File: src/rtl/regfile_wb_writer_if.sv
// Writeback request channels into regfile_wb_writer: single-cycle ALU results and load returns.
// The master drives requests and the slave (the writer) returns per-channel ready.
interface regfile_wb_writer_if;
    logic        alu_valid;
    logic [4:0]  alu_reg;
    logic [31:0] alu_data;
    logic        alu_ready;
    logic        ld_valid;
    logic [4:0]  ld_reg;
    logic [31:0] ld_data;
    logic        ld_ready;

    modport master (
        output alu_valid, alu_reg, alu_data,
        input  alu_ready,
        output ld_valid, ld_reg, ld_data,
        input  ld_ready
    );

    modport slave (
        input  alu_valid, alu_reg, alu_data,
        output alu_ready,
        input  ld_valid, ld_reg, ld_data,
        output ld_ready
    );
endinterface

File: src/rtl/regfile_wb_writer.sv
// Merges ALU results and FIFO-buffered load returns onto the single register-file write port.
// Optional macro REGFILE_WB_ZERO_FILTER_EN suppresses writes to $0 and keeps busy_mask[0] clear.
module regfile_wb_writer #(
    parameter int DEPTH = 4
) (
    input  logic                     clock,
    input  logic                     reset,
    regfile_wb_writer_if.slave       wb,
    output logic                     RegWrite,
    output logic [4:0]               WriteReg,
    output logic [31:0]              WriteData,
    output logic [31:0]              busy_mask,
    output logic [$clog2(DEPTH):0]   ld_count
);

    localparam int AW = $clog2(DEPTH);

    logic [AW:0]       wr_ptr;
    logic [AW:0]       rd_ptr;
    logic [DEPTH-1:0]  occupied;
    logic [4:0]        fifo_reg  [DEPTH];
    logic [31:0]       fifo_data [DEPTH];

    logic [AW-1:0]     wr_idx;
    logic [AW-1:0]     rd_idx;
    logic              full;
    logic              empty;
    logic              push;
    logic              pop;
    logic              alu_grant;
    logic              waw_block;
    logic [4:0]        sel_reg;
    logic [31:0]       sel_data;
    logic              write_en;

    assign wr_idx = wr_ptr[AW-1:0];
    assign rd_idx = rd_ptr[AW-1:0];
    assign full   = (wr_ptr == {~rd_ptr[AW], rd_ptr[AW-1:0]});
    assign empty  = (wr_ptr == rd_ptr);

    assign ld_count    = wr_ptr - rd_ptr;
    assign wb.ld_ready = !full;
    assign push        = wb.ld_valid && !full;

    // Per-slot valid bits make the pending-write mask a direct OR over live entries.
    always_comb begin
        busy_mask = '0;
        for (int i = 0; i < DEPTH; i++) begin
            if (occupied[i]) begin
                busy_mask[fifo_reg[i]] = 1'b1;
            end
        end
`ifdef REGFILE_WB_ZERO_FILTER_EN
        busy_mask[0] = 1'b0;
`endif
    end

    assign waw_block    = wb.alu_valid && busy_mask[wb.alu_reg];
    assign wb.alu_ready = !full && !waw_block;

    // A full FIFO always drains first, which bounds how long any load can starve.
    always_comb begin
        pop       = 1'b0;
        alu_grant = 1'b0;
        if (full) begin
            pop = 1'b1;
        end else if (waw_block) begin
            pop = 1'b1;
        end else if (wb.alu_valid) begin
            alu_grant = 1'b1;
        end else if (!empty) begin
            pop = 1'b1;
        end
    end

    always_comb begin
        sel_reg  = pop ? fifo_reg[rd_idx]  : wb.alu_reg;
        sel_data = pop ? fifo_data[rd_idx] : wb.alu_data;
`ifdef REGFILE_WB_ZERO_FILTER_EN
        write_en = (pop || alu_grant) && (sel_reg != 5'd0);
`else
        write_en = pop || alu_grant;
`endif
    end

    always_ff @(posedge clock) begin
        if (!reset) begin
            wr_ptr    <= '0;
            rd_ptr    <= '0;
            occupied  <= '0;
            RegWrite  <= 1'b0;
            WriteReg  <= '0;
            WriteData <= '0;
        end else begin
            RegWrite <= write_en;
            if (write_en) begin
                WriteReg  <= sel_reg;
                WriteData <= sel_data;
            end
            if (pop) begin
                occupied[rd_idx] <= 1'b0;
                rd_ptr           <= rd_ptr + 1'b1;
            end
            if (push) begin
                occupied[wr_idx] <= 1'b1;
                wr_ptr           <= wr_ptr + 1'b1;
            end
        end
    end

    // Payload storage needs no reset; occupancy alone says which slots are meaningful.
    always_ff @(posedge clock) begin
        if (push) begin
            fifo_reg[wr_idx]  <= wb.ld_reg;
            fifo_data[wr_idx] <= wb.ld_data;
        end
    end

endmodule

File: src/flat_wrapper.sv
// flat-port wrapper written by rule: the top's interface ports become plain ports
module regfile_wb_writer_flat 
#(
    parameter int DEPTH = 4
)
  (clock, reset, RegWrite, WriteReg, WriteData, busy_mask, ld_count, wb_alu_valid, wb_alu_reg, wb_alu_data, wb_alu_ready, wb_ld_valid, wb_ld_reg, wb_ld_data, wb_ld_ready);
  regfile_wb_writer_if wb_i ();
  input  logic clock;
  input  logic reset;
  output logic RegWrite;
  output logic [4:0] WriteReg;
  output logic [31:0] WriteData;
  output logic [31:0] busy_mask;
  output logic [$clog2(DEPTH):0] ld_count;
  input wire logic [$bits(wb_i.alu_valid)-1:0] wb_alu_valid;
  input wire logic [$bits(wb_i.alu_reg)-1:0] wb_alu_reg;
  input wire logic [$bits(wb_i.alu_data)-1:0] wb_alu_data;
  output wire logic [$bits(wb_i.alu_ready)-1:0] wb_alu_ready;
  input wire logic [$bits(wb_i.ld_valid)-1:0] wb_ld_valid;
  input wire logic [$bits(wb_i.ld_reg)-1:0] wb_ld_reg;
  input wire logic [$bits(wb_i.ld_data)-1:0] wb_ld_data;
  output wire logic [$bits(wb_i.ld_ready)-1:0] wb_ld_ready;
  assign wb_i.alu_valid = wb_alu_valid;
  assign wb_i.alu_reg = wb_alu_reg;
  assign wb_i.alu_data = wb_alu_data;
  assign wb_alu_ready = wb_i.alu_ready;
  assign wb_i.ld_valid = wb_ld_valid;
  assign wb_i.ld_reg = wb_ld_reg;
  assign wb_i.ld_data = wb_ld_data;
  assign wb_ld_ready = wb_i.ld_ready;
  regfile_wb_writer #(.DEPTH(DEPTH)) u_core (.clock(clock), .reset(reset), .wb(wb_i), .RegWrite(RegWrite), .WriteReg(WriteReg), .WriteData(WriteData), .busy_mask(busy_mask), .ld_count(ld_count));
endmodule
File: config.mk
export PLATFORM = sky130hd
export DESIGN_NAME = regfile_wb_writer_flat
export DESIGN_NICKNAME = d
export VERILOG_FILES = /design/src/rtl/regfile_wb_writer_if.sv /design/src/rtl/regfile_wb_writer.sv /design/src/flat_wrapper.sv
export SDC_FILE = /design/constraint.sdc
export NUM_CORES = 1
export LEC_CHECK = 0
export BUFFER_PORTS_ARGS = -buffer_cell sky130_fd_sc_hd__buf_2
export CORE_ASPECT_RATIO = 0.6
export CORE_MARGIN = 2
export CORE_UTILIZATION = 61
export CTS_BUF_LIST = sky130_fd_sc_hd__clkbuf_8 sky130_fd_sc_hd__clkbuf_16
export DETAILED_ROUTE_END_ITERATION = 16
export PLACE_DENSITY = 0.81
export SYNTH_ARGS = -nofsm -noshare
export SYNTH_HDL_FRONTEND = slang
export SYNTH_SLANG_ARGS = --single-unit
File: constraint.sdc
create_clock -name clock -period 4.7 [get_ports clock]
set_clock_uncertainty 0.15 [all_clocks]
set_input_delay 0.47 -clock clock [delete_from_list [all_inputs] [get_ports clock]]
set_output_delay 0.47 -clock clock [all_outputs]
set_load 0.03 [all_outputs]
Yosys cells after proc, flatten, opt, wreduce, memory -nomap -nowiden:

Memories as Yosys holds them, arrays and structs flattened. A register that Yosys moved wholly into a read port is not among the register bits.
Index checks and enable logic that the tools add are counted.

* register bits: 48
* bits in writable memories: 148
* memories: 2
* input port bits: 78
* output and inout bits: 75

* magnitude comparators: 13
* eq/ne operators: 2
* reduce and logical (&&, ||, !) cells: 12
* muxes and demuxes: 36
* bitwise operators: 7
* add/sub/neg operators: 3

Memory list
* u_core.fifo_data: words 4, bits a word 32, read ports 1, clocked after memory_dff 1, wr ports 1, line regfile_wb_writer.sv:22 `logic [31:0] fifo_data [DEPTH];`
* u_core.fifo_reg: words 4, bits a word 5, read ports 5, clocked after memory_dff 1, wr ports 1, line regfile_wb_writer.sv:21 `logic [4:0] fifo_reg [DEPTH];`

Operators with widths (number)
* $mux 32: 5
* $or 32x32->32: 3
* $lt 5x6->1 const B: 5
* $demux 1 s5: 4
* $ge 5x1->1 const B: 4
* $mux 1: 16
* $mux 4: 3
* $logic_and 1x1->1: 9
* $mux 2: 4
* $add 3x1->3 const B: 2
* $eq 3x3->1: 2
* $lt 2x3->1 const B: 2
* $bmux 1 s5: 1
* $mux 5: 1
* $and 4x4->4: 1
* $demux 1 s2: 2
* $ge 2x1->1 const B: 2
* $not 4->4: 1
* $or 4x4->4: 1
* $sub 3x3->3: 1
* $logic_not 1->1: 2
* $logic_or 1x1->1: 1
* $not 1->1: 1

Longest topological paths before layout:

Gate-level depths: netlist of the first run.

* word-level depth: 20
* mapped depth: 11
* depth with buffers taken out: 9

Worst setup path after synthesis of the first run:

OpenSTA, ideal clock, no wires.

* path type: flip-flop to output port
* from: memory u_core.fifo_reg[1][2]
* to: output wb_alu_ready
* stages on the path, launching flop included: 7
* slack: 1.267 ns
* arrival: 2.813 ns
* cell sequence: edfxtp_1 > nor4bb_2 > a22oi_1 > o221ai_1 > mux4_2 > a211o_1 > o21ai_0

RTL lines
* start, declared: line regfile_wb_writer.sv:21
* end, declared: line flat_wrapper.sv:18 `output wire logic [$bits(wb_i.alu_ready)-1:0] wb_alu_ready;`

==> out/metrics.yaml, run 1 <==
outcome:
  run_status: "finished clean"
logic_synthesis:
  async_flop_share_pct: 0
  syn-cell-area_um2: 9381
  ys.flop_type: "edfxtp_1"
  ys_warn_count: 0
  synth_area_per_cell_um2: 13.25
  synth_fp_nets: 797
  syn_inst: 708
  yosysSeqAreaShare_pct: 58.04
  ys_types: 67
  yosys_register_bits: 198
  synth_edf_count: 148
drt:
  ant_nets: 0
  drt_pre_antenna_iters: 5
  detail_route.wl_per_cell_um: 25.40
  wl_um: 26840
  drt_iter0_drc: 848
  vias: 7192
  drc: 0
  viasPerCell: 6.804
flow_run:
  maxCapViolations: 0
critical_path:
  path_max_fanout: 16
  arrival_ns: 4.14
  endpoint_kind: "register"
  path_class: "reg -> reg"
  cpPeakStageDelay_ns: 0.91
  cpMaxStageDelayCell: "nor4b_1"
  start_kind: "register"
  required_ns: 4.87
  crit_chain: "nor4b_1, a32oi_1, nand4_1, and4_1, a211o_1, a2bb2oi_4, buf_4, nor3_1, a221o_1"
global_route:
  antenna_found_initial: 2
  grt_pass1_wl_um: 39700
  overflow: 0
  grt_usage_pct: 33.23
  grt_max_degree: 46
  grt_pass1_vias: 6713
floorplan:
  ios: 153
  initial_core_util_pct: 61.74
  std_cell_rows: 35
  die_h_um: 100.1
  die_area_um2: 16420
  die_x_um: 164.1
  core_um2: 15200
sta:
  rsz0062_at_grt: "false"
  hold_viol: 0
  relSlewSlack_pct: 17.46
  fin_crit_ns: 3.971
  tightest_slew_ns: 1.233
  drv_slew: 0
  finalSetupViolations: 0
  max_clock_freq_mhz: 251.8
  fin_tns_setup_ns: 0
  finalCritPeriodShare_pct: 84.50
  timing.final.ws_setup_ns: 0.7286
pwr:
  power_density_nw_per_um2: 430.0
  peakVddDrop_mv: 0.2627
  power_uw: 4670
  leakagePower_uw: 0.004109
clocking:
  cts.sink_count: 198
  clk_latency_ns: 0.44
  clockBufferDepth: 2
  clk_pin_slew_ns: 0.08
  ctsHoldBuffers: 0
  cts-root-buf: "clkbuf_16"
  htreeDepth: 4
  tritoncts: "done"
  cts_made_buffers: 17
  cts_resized: 0
  post_cts_buffers: 0
cells_and_area:
  final_cell_mix: "buf_2 (152), edfxtp_1 (148), nand2_1 (57)"
  largest_reg_flops: 128
  post-route-util_pct: 71.47
  multi_input_area_um2: 3696
  seq_area_um2: 5448
  fin_cells: 1057
  final_layout_size_suffix_gt1_share_pct: 30.28
  final_common_cell: "buf_2"
  finalNetCount: 928
  syn_to_final_growth_pct: 15.76
  fillers: 974
place:
  dp_hpwl_um: 18660
  gp_congestion: 0.9770
  place_inst: 1023
  port_buffers: 152
  dpl_worst_slack_ns: 0.9891
worst_hold_path:
  hold_path_class: "in -> reg"
[Yosys cell counts (all sizes together), types with 6 or more instances]
| cell | number | share of area, % |
|---|---|---|
| mux4 | 38 | 9.1 |
| inv | 17 | 0.68 |
| nor4b | 7 | 0.65 |
| nand3 | 7 | 0.37 |
| nand4 | 6 | 0.40 |
| nor2b | 8 | 0.53 |
| a32oi | 6 | 0.56 |
| o221ai | 8 | 0.75 |
| dfxtp | 50 | 11 |
| nand2b | 10 | 0.67 |
| buf | 19 | 1.2 |
| clkbuf | 27 | 1.1 |
| nor3 | 48 | 2.6 |
| o21ai | 8 | 0.47 |
| and2 | 41 | 2.7 |
| o22a | 12 | 1.1 |
| edfxtp | 148 | 47 |
| a22oi | 9 | 0.77 |
| or2 | 15 | 1.0 |
| ha | 10 | 1.3 |
| o22ai | 24 | 1.6 |
| nand4b | 12 | 1.1 |
| nand2 | 58 | 2.3 |
| a221o | 37 | 3.9 |
| nand4bb | 7 | 0.84 |
| nor2 | 25 | 1.0 |
[stage by stage]
stage          hold WS (ns)  cell area [um2]
2_1_floorplan        0.3075             9382
4_1_cts             0.07397            10860
5_1_grt             0.08986            10860
3_5_place_dp         0.3187            10270
3_3_place_gp         0.3137            10270
6_report            0.08793            10860
[worst max-delay path: cells and delay by family (launching register included)]
kind	cells	cell delay, ns
DFF	1	0.54
AOI/OAI and AO/OA	4	1.28
and+or+nand+nor	4	1.55
buffers and inverters	1	0.33
[report_power, final]
group | internal (uW) | switching, uW | total [uW] | leakage, uW
clock | 713 | 715 | 1430 | 0.000289
combinational | 397 | 642 | 1040 | 0.00205
sequential | 2050 | 153 | 2200 | 0.00177
total | 3160 | 1510 | 4670 | 0.00411
[cells by family (layout without fill, tap and decap cells)]
logic type | after synthesis | after routing | synth area share [%]
and+or+nand+nor | 262 | 262 | 16.00
DFF | 198 | 198 | 58.04
AOI/OAI and AO/OA | 130 | 130 | 11.78
buffers and inverters | 64 | 208 | 3.027
muxes | 39 | 39 | 9.229
adders and majority gates | 11 | 11 | 1.547
xor gates and xnor gates | 4 | 4 | 0.3735
other | 0 | 2 | 0
[metal layers]
layer  GRT usage [%]  part of all wire (%)
met5           3.636                  0.35
met3           12.73                    13
met2           44.09                    41
met4           8.772                   1.5
met1           50.78                    44
[cell type report]
cell class                 instances  area share (%)
multi-input combinational        446           34.03
tap                              203           2.339
clock buffer                      17           3.917
sequential                       198           50.16
clock inverter                    15           1.463
inverter                          18          0.6221
antenna                            2         0.04608
timing repair buffer             158           7.419
[final timing paths]
check / start / to / slack [ns] / depth (start not counted)
max reg2reg: u_core.fifo_reg[2][4] / u_core.WriteReg[1] / 0.73 / 9
min: wb_ld_data[6] / u_core.fifo_data[3][6] / 0.09 / 1
max: u_core.fifo_reg[2][4] / u_core.WriteReg[1] / 0.73 / 9
min reg2reg: u_core.WriteData[16] / u_core.WriteData[16] / 0.34 / 1
(Power assumes the default switching activity.)
==> run 2: changes to the inputs <==
--- a/config.mk
+++ b/config.mk
@@ -5,13 +5,14 @@
 export SDC_FILE = /design/constraint.sdc
 export NUM_CORES = 1
 export LEC_CHECK = 0
+export ABC_AREA = 1
 export BUFFER_PORTS_ARGS = -buffer_cell sky130_fd_sc_hd__buf_2
 export CORE_ASPECT_RATIO = 0.6
 export CORE_MARGIN = 2
-export CORE_UTILIZATION = 61
+export CORE_UTILIZATION = 57
 export CTS_BUF_LIST = sky130_fd_sc_hd__clkbuf_8 sky130_fd_sc_hd__clkbuf_16
 export DETAILED_ROUTE_END_ITERATION = 16
-export PLACE_DENSITY = 0.81
+export PLACE_DENSITY = 0.76
 export SYNTH_ARGS = -nofsm -noshare
 export SYNTH_HDL_FRONTEND = slang
 export SYNTH_SLANG_ARGS = --single-unit
==> constraint.sdc (replaced) <==
create_clock -name clock -period 3.7 [get_ports clock]
set_clock_uncertainty 0.15 [all_clocks]
set_input_delay 0.37 -clock clock [delete_from_list [all_inputs] [get_ports clock]]
set_output_delay 0.37 -clock clock [all_outputs]
set_load 0.03 [all_outputs]
==> run 2 against run 1 <==
Effect of this change: sequential power rose by 24%; count of clock-buffer cells in the layout rose by 2; global-route usage fell by 0.71 points; register-to-register slack improved by 0.09 ns; design area rose by 6.7%; core utilization fell by 1.0 points; first-iteration DRC count rose by 37%; via count rose by 24%; critical path depth rose by 4; combinational power rose by 46%.
==> out/metrics.yaml, run 2 <==
critical_path:
  startpoint: "u_core.fifo_reg[0][3]"
  endpoint: "wb_alu_ready"
  ff2ff_path_depth: 14
  r2r_end: "u_core.WriteData[29]"
  endpoint_kind: "output port"
  required_ns: 3.18
  timing.rr.start: "u_core.fifo_reg[0][3]"
  arrival_ns: 2.75
  path_max_fanout: 6
  start_kind: "register"
  path_class: "reg -> out"
  r2r_slack_ns: 0.82
drt:
  drc: 0
  ant_nets: 0
  drt_pre_antenna_iters: 9
  wl_um: 29260
  viasPerCell: 5.856
  vias: 8937
  detail_route.wl_per_cell_um: 19.17
  drt_iter0_drc: 1158
clocking:
  htreeDepth: 4
  cts_resized: 0
  cts.sink_count: 198
  clockBufferDepth: 2
  cts_made_buffers: 17
  tritoncts: "done"
  post_cts_buffers: 0
  clk_latency_ns: 0.44
  cts-root-buf: "clkbuf_16"
  clk_pin_slew_ns: 0.07
sta:
  finalSetupViolations: 0
  finalCritPeriodShare_pct: 88.31
  tightest_slew_ns: 0.8111
  hold_ws_ns: 0.02207
  fin_crit_ns: 3.267
  relSlewSlack_pct: 45.92
  fin_tns_setup_ns: 0
  rsz0062_at_grt: "false"
  drv_slew: 0
  hold_viol: 0
  max_clock_freq_mhz: 306.0
place:
  dp_hpwl_um: 19810
  place_area_um2: 10710
  gp_congestion: 0.9911
  port_buffers: 152
  place_inst: 1465
floorplan:
  die_h_um: 105.1
  ios: 153
  die_area_um2: 18130
  initial_core_util_pct: 59.06
  die_x_um: 172.5
  core_um2: 16440
  std_cell_rows: 36
logic_synthesis:
  synth_fp_nets: 1212
  yosys_register_bits: 198
  ys_types: 23
  syn-cell-area_um2: 9711
  synth_top_area_cell: "edfxtp_1"
  async_flop_share_pct: 0
  yosysMostFrequentCell: "nand2_1"
  syn_inst: 1123
  netlist.area_leader.share_pct: 45.77
  synth_area_leaders: "edfxtp_1 (46%), dfxtp_1 (10%), nand3_1 (9.6%)"
  ys.flop_type: "edfxtp_1"
  synth_area_per_cell_um2: 8.647
  yosysSeqAreaShare_pct: 56.08
  ys_warn_count: 0
  synthTopCellsByCount: "nand2_1 (232), nor2_1 (206), nand3_1 (187)"
  synth_edf_count: 148
global_route:
  grt_max_degree: 75
  grt_pass1_wl_um: 45110
  grt_usage_pct: 32.52
  overflow: 0
  antenna_found_initial: 1
  grt_pass1_vias: 7953
outcome:
  run_status: "finished clean"
cells_and_area:
  syn_to_final_growth_pct: 19.31
  largest_reg_flops: 128
  final_cell_mix: "nand2_1 (232), nor2_1 (204), nand3_1 (187)"
  final_common_cell: "nand2_1"
  finalNetCount: 1373
  fillers: 1283
  final_area_um2: 11590
  final_layout_size_suffix_gt1_share_pct: 16.50
  fin_cells: 1526
worst_hold_path:
  hold_path_class: "in -> reg"
  hold_path_depth: 1
pwr:
  power_density_nw_per_um2: 528.7
  peakVddDrop_mv: 0.4493
  leakagePower_uw: 0.005088
  power_uw: 6126
flow_run:
  maxCapViolations: 0
==> run 2: cell types whose count changed in the layout (fill, tap and decap cells not counted), moves of 32 or more <==
cell	delta
nor3_1	-48
a32o_1	+32
nand3_1	+180
nand2_1	+175
nor2_1	+180
nand4_1	+35
a221o_1	-37
inv_1	+72
a21oi_1	+40
and2_1	-41
mux4_2	-38
==> run 2: worst min-delay path by stage <==
| stage | slack (ns) | end | start |
|---|---|---|---|
| after floorplan | 0.30 | u_core.wr_ptr[2] | u_core.wr_ptr[2] |
| after global placement | 0.31 | u_core.WriteData[26] | u_core.WriteData[26] |
| after detailed placement | 0.31 | u_core.WriteData[4] | u_core.WriteData[4] |
| after CTS | 0.002 | u_core.fifo_data[2][17] | wb_ld_data[17] |
| after global routing | 0.006 | u_core.fifo_data[3][14] | wb_ld_data[14] |
| final | 0.02 | u_core.fifo_data[1][18] | wb_ld_data[18] |
==> run 2: where the power goes <==
group / internal (uW) / switching [uW]
registers: 2600 / 132
clock network: 1040 / 836
logic: 471 / 1050
==> run 2: worst max-delay path: stages (launching register included) <==
cell and delay [ns]:
edfxtp_1 0.56, inv_1 0.18, nand3_1 0.21, nor2_1 0.06, nor2_1 0.29, nand3_1 0.12, nand3_1 0.10, nand3_1 0.11
nand3_1 0.09, nand3_1 0.09, nand3_2 0.12, nand2_1 0.06, inv_1 0.11, buf_2 0.22
==> run 2: timing repair <==
item / in CTS / in global routing
setup endpoints to repair: 0 / 0
hold buffers: 27 / 1
hold endpoints to repair: 105 / 4
==> run 2: cell families (layout without fill, tap and decap cells) <==
group,Yosys count,in the layout,synth area share [%]
AOI/OAI and AO/OA,93,93,6.571
xor gates and xnor gates,2,2,0.1804
adders and majority gates,11,11,1.495
buffers and inverters,146,320,5.798
DFF,198,198,56.08
other,0,1,0
and+or+nand+nor,673,673,29.88
==> run 2: layout make-up <==
cell class | instances | area, um2 | share of cell area (%)
inverter | 89 | 334.1 | 2.883
tap | 228 | 285.3 | 2.462
timing repair buffer | 199 | 1196 | 10.32
clock buffer | 19 | 452.9 | 3.909
clock inverter | 13 | 145.1 | 1.253
sequential | 198 | 5448 | 47.02
antenna | 1 | 2.502 | 0.02160
multi-input combinational | 779 | 3722 | 32.13
==> run 2: layer usage <==
| layer | vias up | global-route usage [%] | part of all wire [%] |
|---|---|---|---|
| li1 | 4178 | - | - |
| met1 | 4129 | 49.78 | 44 |
| met2 | 591 | 42.86 | 40 |
| met3 | 39 | 12.70 | 15 |
| met4 | 0 | 7.082 | 0.99 |
| met5 | - | 0 | 0 |
==> run 2: per-stage QoR <==
stage	utilization, %	worst slack (ns)
after floorplan	-	0.2049
after CTS	70.40	0.5550
final	70.47	0.4326
after global routing	70.47	0.2844
after global placement	65.11	0.9240
after detailed placement	65.11	0.9098
==> run 3: changes to the inputs <==
--- a/config.mk
+++ b/config.mk
@@ -7,6 +7,7 @@
 export LEC_CHECK = 0
 export ABC_AREA = 1
 export BUFFER_PORTS_ARGS = -buffer_cell sky130_fd_sc_hd__buf_2
+export CAP_MARGIN = 20
 export CORE_ASPECT_RATIO = 0.6
 export CORE_MARGIN = 2
 export CORE_UTILIZATION = 57
==> constraint.sdc (replaced) <==
create_clock -name clock -period 3.7 [get_ports clock]
set_clock_uncertainty 0.15 [all_clocks]
set_input_delay 0.74 -clock clock [delete_from_list [all_inputs] [get_ports clock]]
set_output_delay 0.74 -clock clock [all_outputs]
set_load 0.03 [all_outputs]
==> run 3 against run 2 <==
Effect of this change: power up 0.33%; critical path type unchanged; first-iteration DRC count up 22%; largest cell class unchanged; combinational power about the same; clock power about the same; design area down 2.0%; worst setup slack worse by 0.24 ns; hold slack better by 0.30 ns.
==> out/metrics.yaml, run 3 (synthesis results as in run 2) <==
floorplan:
  die_area_um2: 18130
  std_cell_rows: 36
  die_x_um: 172.5
  initial_core_util_pct: 59.06
  core_um2: 16440
  ios: 153
  die_h_um: 105.1
sta:
  hold_ws_ns: 0.3199
  drv_slew: 0
  max_clock_freq_mhz: 285.3
  tightest_slew_ns: 1.037
  finalSetupViolations: 0
  finalCritPeriodShare_pct: 94.72
  timing.final.ws_setup_ns: 0.1953
  fin_tns_setup_ns: 0
  relSlewSlack_pct: 30.72
  hold_viol: 0
  rsz0062_at_grt: "false"
  fin_crit_ns: 3.505
cells_and_area:
  final_cell_mix: "nand2_1 (232), nor2_1 (204), nand3_1 (187)"
  largest_reg_flops: 128
  fin_cells: 1500
  syn_to_final_growth_pct: 16.93
  fillers: 1274
  final_layout_size_suffix_gt1_share_pct: 17.09
  finalNetCount: 1346
  post-route-util_pct: 69.06
  final_common_cell: "nand2_1"
drt:
  detail_route.wl_per_cell_um: 19.24
  wl_um: 28860
  vias: 8779
  ant_nets: 0
  drc: 0
  drt_pre_antenna_iters: 6
  drt_iter0_drc: 1416
  viasPerCell: 5.853
global_route:
  grt_max_degree: 47
  antenna_found_initial: 1
  grt_usage_pct: 31.99
  overflow: 0
  grt_pass1_wl_um: 44300
  grt_pass1_vias: 7856
clocking:
  ctsHoldBuffers: 0
  clk_pin_slew_ns: 0.08
  clockBufferDepth: 2
  post_cts_buffers: 0
  cts.sink_count: 198
  cts_made_buffers: 17
  tritoncts: "done"
  cts_resized: 0
  clk_latency_ns: 0.43
  htreeDepth: 4
  cts-root-buf: "clkbuf_16"
worst_hold_path:
  hold_path_class: "reg -> reg"
  holdPathEnd: "u_core.WriteData[26]"
  hold_path_depth: 2
  worstHoldStart: "u_core.WriteData[26]"
critical_path:
  path_buf_inv: 3
  path_class: "reg -> out"
  ff2ff_path_depth: 17
  cpPeakStageDelay_ns: 0.50
  crit_chain: "inv_1, nand3_1, nor2_1, nor2_1, nand3_1, nand3_1, nand3_1, nand3_1, nand3_1, nand3_2, nand2_1, inv_1, buf_2"
  timing.rr.start: "u_core.fifo_reg[1][2]"
  endpoint_kind: "output port"
  cpMaxStageDelayCell: "edfxtp_1"
  r2r_slack_ns: 0.54
  cpLargestDelayFamily: "simple AND/OR/NAND/NOR gates"
  start_kind: "register"
  r2r_end: "u_core.rd_ptr[2]"
  arrival_ns: 2.61
  cpMostUsedCell: "nand3_1"
  path_max_fanout: 7
  required_ns: 2.81
  startpoint: "u_core.fifo_reg[1][2]"
place:
  dp_hpwl_um: 19780
  port_buffers: 152
  dpl_worst_slack_ns: 0.5924
  place_inst: 1466
  gp_congestion: 0.9793
flow_run:
  maxCapViolations: 0
pwr:
  leakagePower_uw: 0.004995
  power_density_nw_per_um2: 541.3
  peakVddDrop_mv: 0.3580
outcome:
  run_status: "finished clean"
## run 3: changes by cell type in the layout (fill, tap and decap cells not counted), moves of 3 or more
| cell | before | now |
|---|---|---|
| dlygate4sd3_1 | 28 | 0 |
| clkinvlp_4 | 3 | 0 |
| clkinv_8 | 0 | 4 |
| inv_8 | 1 | 5 |
## run 3: how the worst max path moves through the flow
stage / endpoint / slack [ns] / depth (start not counted)
after global routing: wb_alu_ready / 0.03 / 13
after CTS: wb_alu_ready / 0.25 / 12
final: wb_alu_ready / 0.20 / 13
after floorplan: u_core.wr_ptr[2] / 0.20 / 10
after detailed placement: u_core.occupied[1] / 0.59 / 14
after global placement: u_core.WriteReg[0] / 0.59 / 15
## run 3: power breakdown
group	total, uW	switching [uW]	internal, uW
clock	1910	926	988
combinational	1500	1040	457
sequential	2740	140	2590
## run 3: tightest hold or removal path, delay by kind of cell, from the launching register on
kind	cells	cell delay, ns
flops	1	0.31
simple gates	2	0.12
## run 3: final cells by class
cell class | instances | area, um2 | area share, %
Tap cell | 228 | 285.3 | 2.512
Clock inverter | 15 | 198.9 | 1.752
Multi-Input combinational cell | 779 | 3722 | 32.78
Timing Repair Buffer | 172 | 935.9 | 8.242
Sequential cell | 198 | 5448 | 47.98
Inverter | 89 | 334.1 | 2.942
Antenna cell | 2 | 5.005 | 0.04408
Clock buffer | 17 | 425.4 | 3.747
## run 3: per-layer routing
layer	global-route usage, %	vias to the layer above	routed length (um)
li1	-	4120	-
met1	47.95	4060	12770
met5	0	-	0
met3	12.88	30	4178
met2	44.12	569	11620
met4	4.762	0	291
## run 3: per-stage QoR
stage               power, uW  cell area (um2)
CTS                      6138            11350
floorplan                3750             9711
global placement         4222            10730
finish                   6146            11350
global route             6406            11350
detailed placement       4241            10730
